<file path="config.mk">
export PLATFORM = sky130hd
export DESIGN_NAME = cache_ctrl
export DESIGN_NICKNAME = d
export VERILOG_FILES = /design/src/rtl/cache_pkg.sv /design/src/rtl/cache_ctrl_sat_cnt16.sv /design/src/rtl/cache_ctrl.sv
export SDC_FILE = /design/constraint.sdc
export NUM_CORES = 1
export LEC_CHECK = 0
export BUFFER_PORTS_ARGS = -buffer_cell sky130_fd_sc_hd__buf_4
export CAP_MARGIN = 20
export CORE_ASPECT_RATIO = 2
export CORE_MARGIN = 2
export CORE_UTILIZATION = 40
export DETAILED_ROUTE_END_ITERATION = 8
export GPL_TIMING_DRIVEN = 0
export PLACE_DENSITY = 0.64
export SYNTH_ARGS = -nofsm -noshare
export SYNTH_HDL_FRONTEND = slang
export SYNTH_SLANG_ARGS = --single-unit
</file>
<file path="constraint.sdc">
create_clock -name clk_1 -period 2.7 [get_ports clk_1]
set_input_delay 0.54 -clock clk_1 [delete_from_list [all_inputs] [get_ports clk_1]]
set_output_delay 0.54 -clock clk_1 [all_outputs]
set_load 0.005 [all_outputs]
</file>
<file path="src/rtl/cache_pkg.sv">
// ============================================================================
// cache_pkg : shared FSM encoding and address-field constants for cache_ctrl
// Rev 1.0
// ============================================================================
`default_nettype none

package cache_pkg;

  typedef logic [2:0] state_t;

  localparam logic [2:0] ST_IDLE   = 3'd0;
  localparam logic [2:0] ST_LOOKUP = 3'd1;
  localparam logic [2:0] ST_MEM_RD = 3'd2;
  localparam logic [2:0] ST_FILL   = 3'd3;
  localparam logic [2:0] ST_MEM_WR = 3'd4;
  localparam logic [2:0] ST_UPD    = 3'd5;
  localparam logic [2:0] ST_RESP   = 3'd6;

  // Address split: index in the low bits, tag above it.
  localparam int C_IDX_LSB = 0;
  localparam int C_IDX_MSB = 6;
  localparam int C_TAG_LSB = 7;

endpackage

`default_nettype wire

</file>
<file path="src/rtl/cache_ctrl_sat_cnt16.sv">
// ============================================================================
// sat_cnt16 : 16-bit event counter that sticks at 16'hFFFF instead of wrapping
// Rev 1.0
// ============================================================================
`default_nettype none

module sat_cnt16 (
  input  logic        clk,
  input  logic        rst,
  input  logic        inc,
  output logic [15:0] count
);

  logic [15:0] r_count;

  always_ff @(posedge clk or negedge rst) begin
    if (!rst) begin
      r_count <= 16'h0000;
    end else if (inc && (r_count != 16'hFFFF)) begin
      r_count <= r_count + 16'd1;
    end
  end

  assign count = r_count;

endmodule

`default_nettype wire

</file>
<file path="src/rtl/cache_ctrl.sv">
// ============================================================================
// cache_ctrl : write-through / write-allocate cache controller, fully
//              registered outputs, with saturating read hit/miss counters
// Rev 1.0
// ============================================================================
`default_nettype none

module cache_ctrl
  import cache_pkg::*;
#(
  parameter int ADDR_W = 16,
  parameter int DATA_W = 8
) (
  input  logic              clk_1,
  input  logic              rst,
  input  logic              cpu_req,
  input  logic              cpu_we,
  input  logic [ADDR_W-1:0] cpu_addr,
  input  logic [DATA_W-1:0] cpu_wdata,
  output logic [DATA_W-1:0] cpu_rdata,
  output logic              cpu_ack,
  output logic [ADDR_W-1:0] c_addr,
  output logic              c_w_rd,
  output logic [DATA_W-1:0] c_wdata,
  input  logic [DATA_W-1:0] c_rdata,
  input  logic              c_hit,
  output logic              mem_req,
  output logic              mem_we,
  output logic [ADDR_W-1:0] mem_addr,
  output logic [DATA_W-1:0] mem_wdata,
  input  logic [DATA_W-1:0] mem_rdata,
  input  logic              mem_ack,
  output logic [15:0]       hit_cnt,
  output logic [15:0]       miss_cnt
);

  logic [2:0]        r_state;
  logic [ADDR_W-1:0] r_addr;
  logic [DATA_W-1:0] r_wdata;
  logic              w_hit_inc;
  logic              w_miss_inc;

  assign w_hit_inc  = (r_state == ST_LOOKUP) &&  c_hit;
  assign w_miss_inc = (r_state == ST_LOOKUP) && !c_hit;

  // Every output is set on the edge that enters the state owning it, so the
  // value is already stable for the whole cycle spent in that state.
  always_ff @(posedge clk_1 or negedge rst) begin
    if (!rst) begin
      r_state   <= ST_IDLE;
      r_addr    <= '0;
      r_wdata   <= '0;
      cpu_rdata <= '0;
      cpu_ack   <= 1'b0;
      c_addr    <= '0;
      c_w_rd    <= 1'b0;
      c_wdata   <= '0;
      mem_req   <= 1'b0;
      mem_we    <= 1'b0;
      mem_addr  <= '0;
      mem_wdata <= '0;
    end else begin
      cpu_ack <= 1'b0;
      c_w_rd  <= 1'b0;
      case (r_state)
        ST_IDLE: begin
          if (cpu_req) begin
            r_addr  <= cpu_addr;
            r_wdata <= cpu_wdata;
            if (cpu_we) begin
              r_state   <= ST_MEM_WR;
              mem_req   <= 1'b1;
              mem_we    <= 1'b1;
              mem_addr  <= cpu_addr;
              mem_wdata <= cpu_wdata;
            end else begin
              r_state <= ST_LOOKUP;
              c_addr  <= cpu_addr;
            end
          end
        end
        ST_LOOKUP: begin
          if (c_hit) begin
            cpu_rdata <= c_rdata;
            r_state   <= ST_RESP;
          end else begin
            r_state  <= ST_MEM_RD;
            mem_req  <= 1'b1;
            mem_we   <= 1'b0;
            mem_addr <= r_addr;
          end
        end
        ST_MEM_RD: begin
          if (mem_ack) begin
            mem_req <= 1'b0;
            c_w_rd  <= 1'b1;
            c_addr  <= r_addr;
            c_wdata <= mem_rdata;
            r_state <= ST_FILL;
          end
        end
        ST_FILL: begin
          // c_wdata still holds the line fetched from memory.
          cpu_rdata <= c_wdata;
          r_state   <= ST_RESP;
        end
        ST_MEM_WR: begin
          if (mem_ack) begin
            mem_req <= 1'b0;
            mem_we  <= 1'b0;
            c_w_rd  <= 1'b1;
            c_addr  <= r_addr;
            c_wdata <= r_wdata;
            r_state <= ST_UPD;
          end
        end
        ST_UPD: begin
          r_state <= ST_RESP;
        end
        ST_RESP: begin
          cpu_ack <= 1'b1;
          r_state <= ST_IDLE;
        end
        default: begin
          r_state <= ST_IDLE;
        end
      endcase
    end
  end

  sat_cnt16 u_hit_cnt (
    .clk   (clk_1),
    .rst   (rst),
    .inc   (w_hit_inc),
    .count (hit_cnt)
  );

  sat_cnt16 u_miss_cnt (
    .clk   (clk_1),
    .rst   (rst),
    .inc   (w_miss_inc),
    .count (miss_cnt)
  );

endmodule

`default_nettype wire

</file>
==> metrics.yaml <==
core_mm2: 0.01329
drt_iter0_drc: 188
wl_met2_um: 6133
dp_hpwl_um: 8693
hold_viol: 0
critPathKind: "flop to flop"
synth_top_cell_by_area: "dfrtp_1"
min_path_type: "input pin to async pin"
clkPwrFrac: 0.278
power.switching_mw: 2.442
final-max-slew-violation-count: 0
fin_worst_hold_slack_ps: 3.290
drc: 0
synthDistinctLibCells: 40
syn-cell-area_mm2: 0.005374
cts.repair.resized: 0
fin_nets: 653
reg2regPathDepth: 3
worstSetupStartpointType: "flop"
vias_per_cell: 5.263
total_power_mw: 7.948
yosysTopAreaCellShare: 0.5541
die_h_um: 167.9
grt_start_max_net_pins: 89
ys_top_cells_by_area: "dfrtp_1 (55%), mux2_2 (14%), mux2i_1 (4.5%), nand2_1 (3.7%), xor2_1 (2.9%)"
intPower_mw: 5.506
rsz0062_at_grt: "false"
grt_overflow: 0
yosys_warnings: 0
cts_tree: "built"
arrival_ps: 2510
wl_um: 12550
io_buffers: 137
final_core_util: 0.5428
fin_skew_ps: 8.824
postSynthAreaPerCell_um2: 12.00
r2r-start: "r_state[1]"
cts-buffers-inserted: 17
cap_viol_max_count: 0
ys_seq_area_frac: 0.5541
setup_violations: 0
topRoutingLayerUsed: "met4"
grt_pass1_vias: 4101
syn_inst: 448
ys_ff_latch: 119
wl_met1_um: 5317
first_pass_iters: 4
die-width_um: 85.96
clockBufferDepth: 2
reg2reg_to: "r_addr[13]"
min_period_ps: 2220
track_usage: 0.1785
area_growth_pct: 34.23
antenna_found_initial: 0
layout-drive-gt1-share: 0.4126
switching_share: 0.3073
fmax_ghz: 0.4505
gp_congestion: 0.8094
design.die.area_mm2: 0.01443
diodes: 0
route.met3.wl_um: 853
relSlewSlack: 0.5395
worstPathMaxFanout: 10
wl_per_cell_um: 16.24
initial_utilization: 0.4044
clock_latency_ps: 410
p_leak_nw: 3.410
comb_power_share: 0.348
drtAntennaViolNets: 0
finalCritPeriodShare: 0.8221
fp-row-count: 60
pwr-share-seq: 0.374
finalWorstSetupSlack_ps: 480.5
postCtsSetupBuffers: 0
status: "complete, no violations"
cts-root-buf: "clkbuf_16"
clock-sinks: 119
final_common_cell: "buf_4"
irDropWorstVdd_mv: 0.6684
tightest_slew_ps: 690.7
vias: 4068
synth_nets: 496
hold_buffers: 0
clkTransAtPathRegs_ps: 60
pin_count: 138
layout_common_cells: "buf_4 (140), dfrtp_1 (119), mux2_2 (68)"
worstSetupEndpointType: "flop"
place_ws_ps: 314.3
critPathRequiredTime_ps: 2990
ff2ff_setup_slack_ps: 480
fin_setup_tns_ps: 0
grt_pass1_wl_um: 20420
cts_max_level: 4
power_density_mw_per_mm2: 1102
-- critical path, stage by stage, from the launching register on --
cell      delay (ps)
dfrtp_1          440
nor4b_4          650
clkbuf_1         600
mux2_2           410
-- cells in the mapped netlist (all sizes together) --
library cell,n
xor2,18
mux2i,24
o31ai,1
nor3,10
nand4,14
and4bb,2
and3,6
nor4,5
nand2,53
o21ai,28
nand2b,1
or4b,1
and4,3
nand3b,1
xnor2,7
dfrtp,119
o21a,2
o2111ai,1
buf,10
inv,5
a2bb2oi,1
and2,2
nand3,11
nor3b,3
mux2,69
clkbuf,8
a21oi,8
ha,2
nor2,18
a31oi,9
nor4b,6
-- registers in the layout (all words and copies together) (netlist names) --
name              flops
r_addr               16
c_wdata               8
u_miss_cnt.count     16
u_hit_cnt.count      16
mem_addr             16
cpu_ack               1
mem_req               1
r_state               3
mem_we                1
cpu_rdata             8
c_addr               16
c_w_rd                1
r_wdata               8
mem_wdata             8
-- power by group through the flow --
stage	Combinational, mW	Clock, mW	Sequential [mW]
2_1_floorplan	1.56	0	2.95
3_3_place_gp	2.75	0	2.98
3_5_place_dp	2.81	0	3.00
4_1_cts	2.82	2.26	2.98
5_1_grt	3.05	2.33	3.07
6_report	2.76	2.21	2.97
-- per-stage QoR --
step                instance area, µm²  cells
detailed placement                6628    741
floorplan                         5374    448
global route                      7213    773
global placement                  6596    740
finish                            7213    773
CTS                               7213    773
-- layer usage --
layer / vias up / GRT usage
met1: 1987 / 0.2205
met3: 21 / 0.05392
met5: - / 0
met2: 127 / 0.2882
li1: 1933 / -
met4: 0 / 0.07315
-- final cells by class --
cell class / instances / area, µm²
flip-flops and latches: 119 / 2978
well taps: 155 / 193.9
clock inverters: 11 / 125.1
inverters: 5 / 18.77
repair buffers: 138 / 1060
plain buffers: 18 / 90.09
fillers: 1169 / 6075
multi-input cells: 306 / 2287
clock buffers: 21 / 460.4
-- worst max-delay path by stage --
stage	from	to	slack, ps
2_1_floorplan	c_hit	u_miss_cnt.count[13]	820
3_3_place_gp	cpu_req	r_addr[13]	320
3_5_place_dp	cpu_req	r_wdata[1]	310
4_1_cts	r_state[0]	r_addr[13]	430
5_1_grt	r_state[2]	c_addr[8]	350
6_report	r_state[1]	r_addr[13]	480
-- kinds of logic after synthesis --
group	count (synthesis)	share of synthesized area
simple gates	136	0.1395
flops	119	0.5541
mux	93	0.1893
compound gates	50	0.05145
xor+xnor	25	0.04075
buf+inv	23	0.02026
fa+ha+maj	2	0.004656
(Power assumes the default switching activity.)
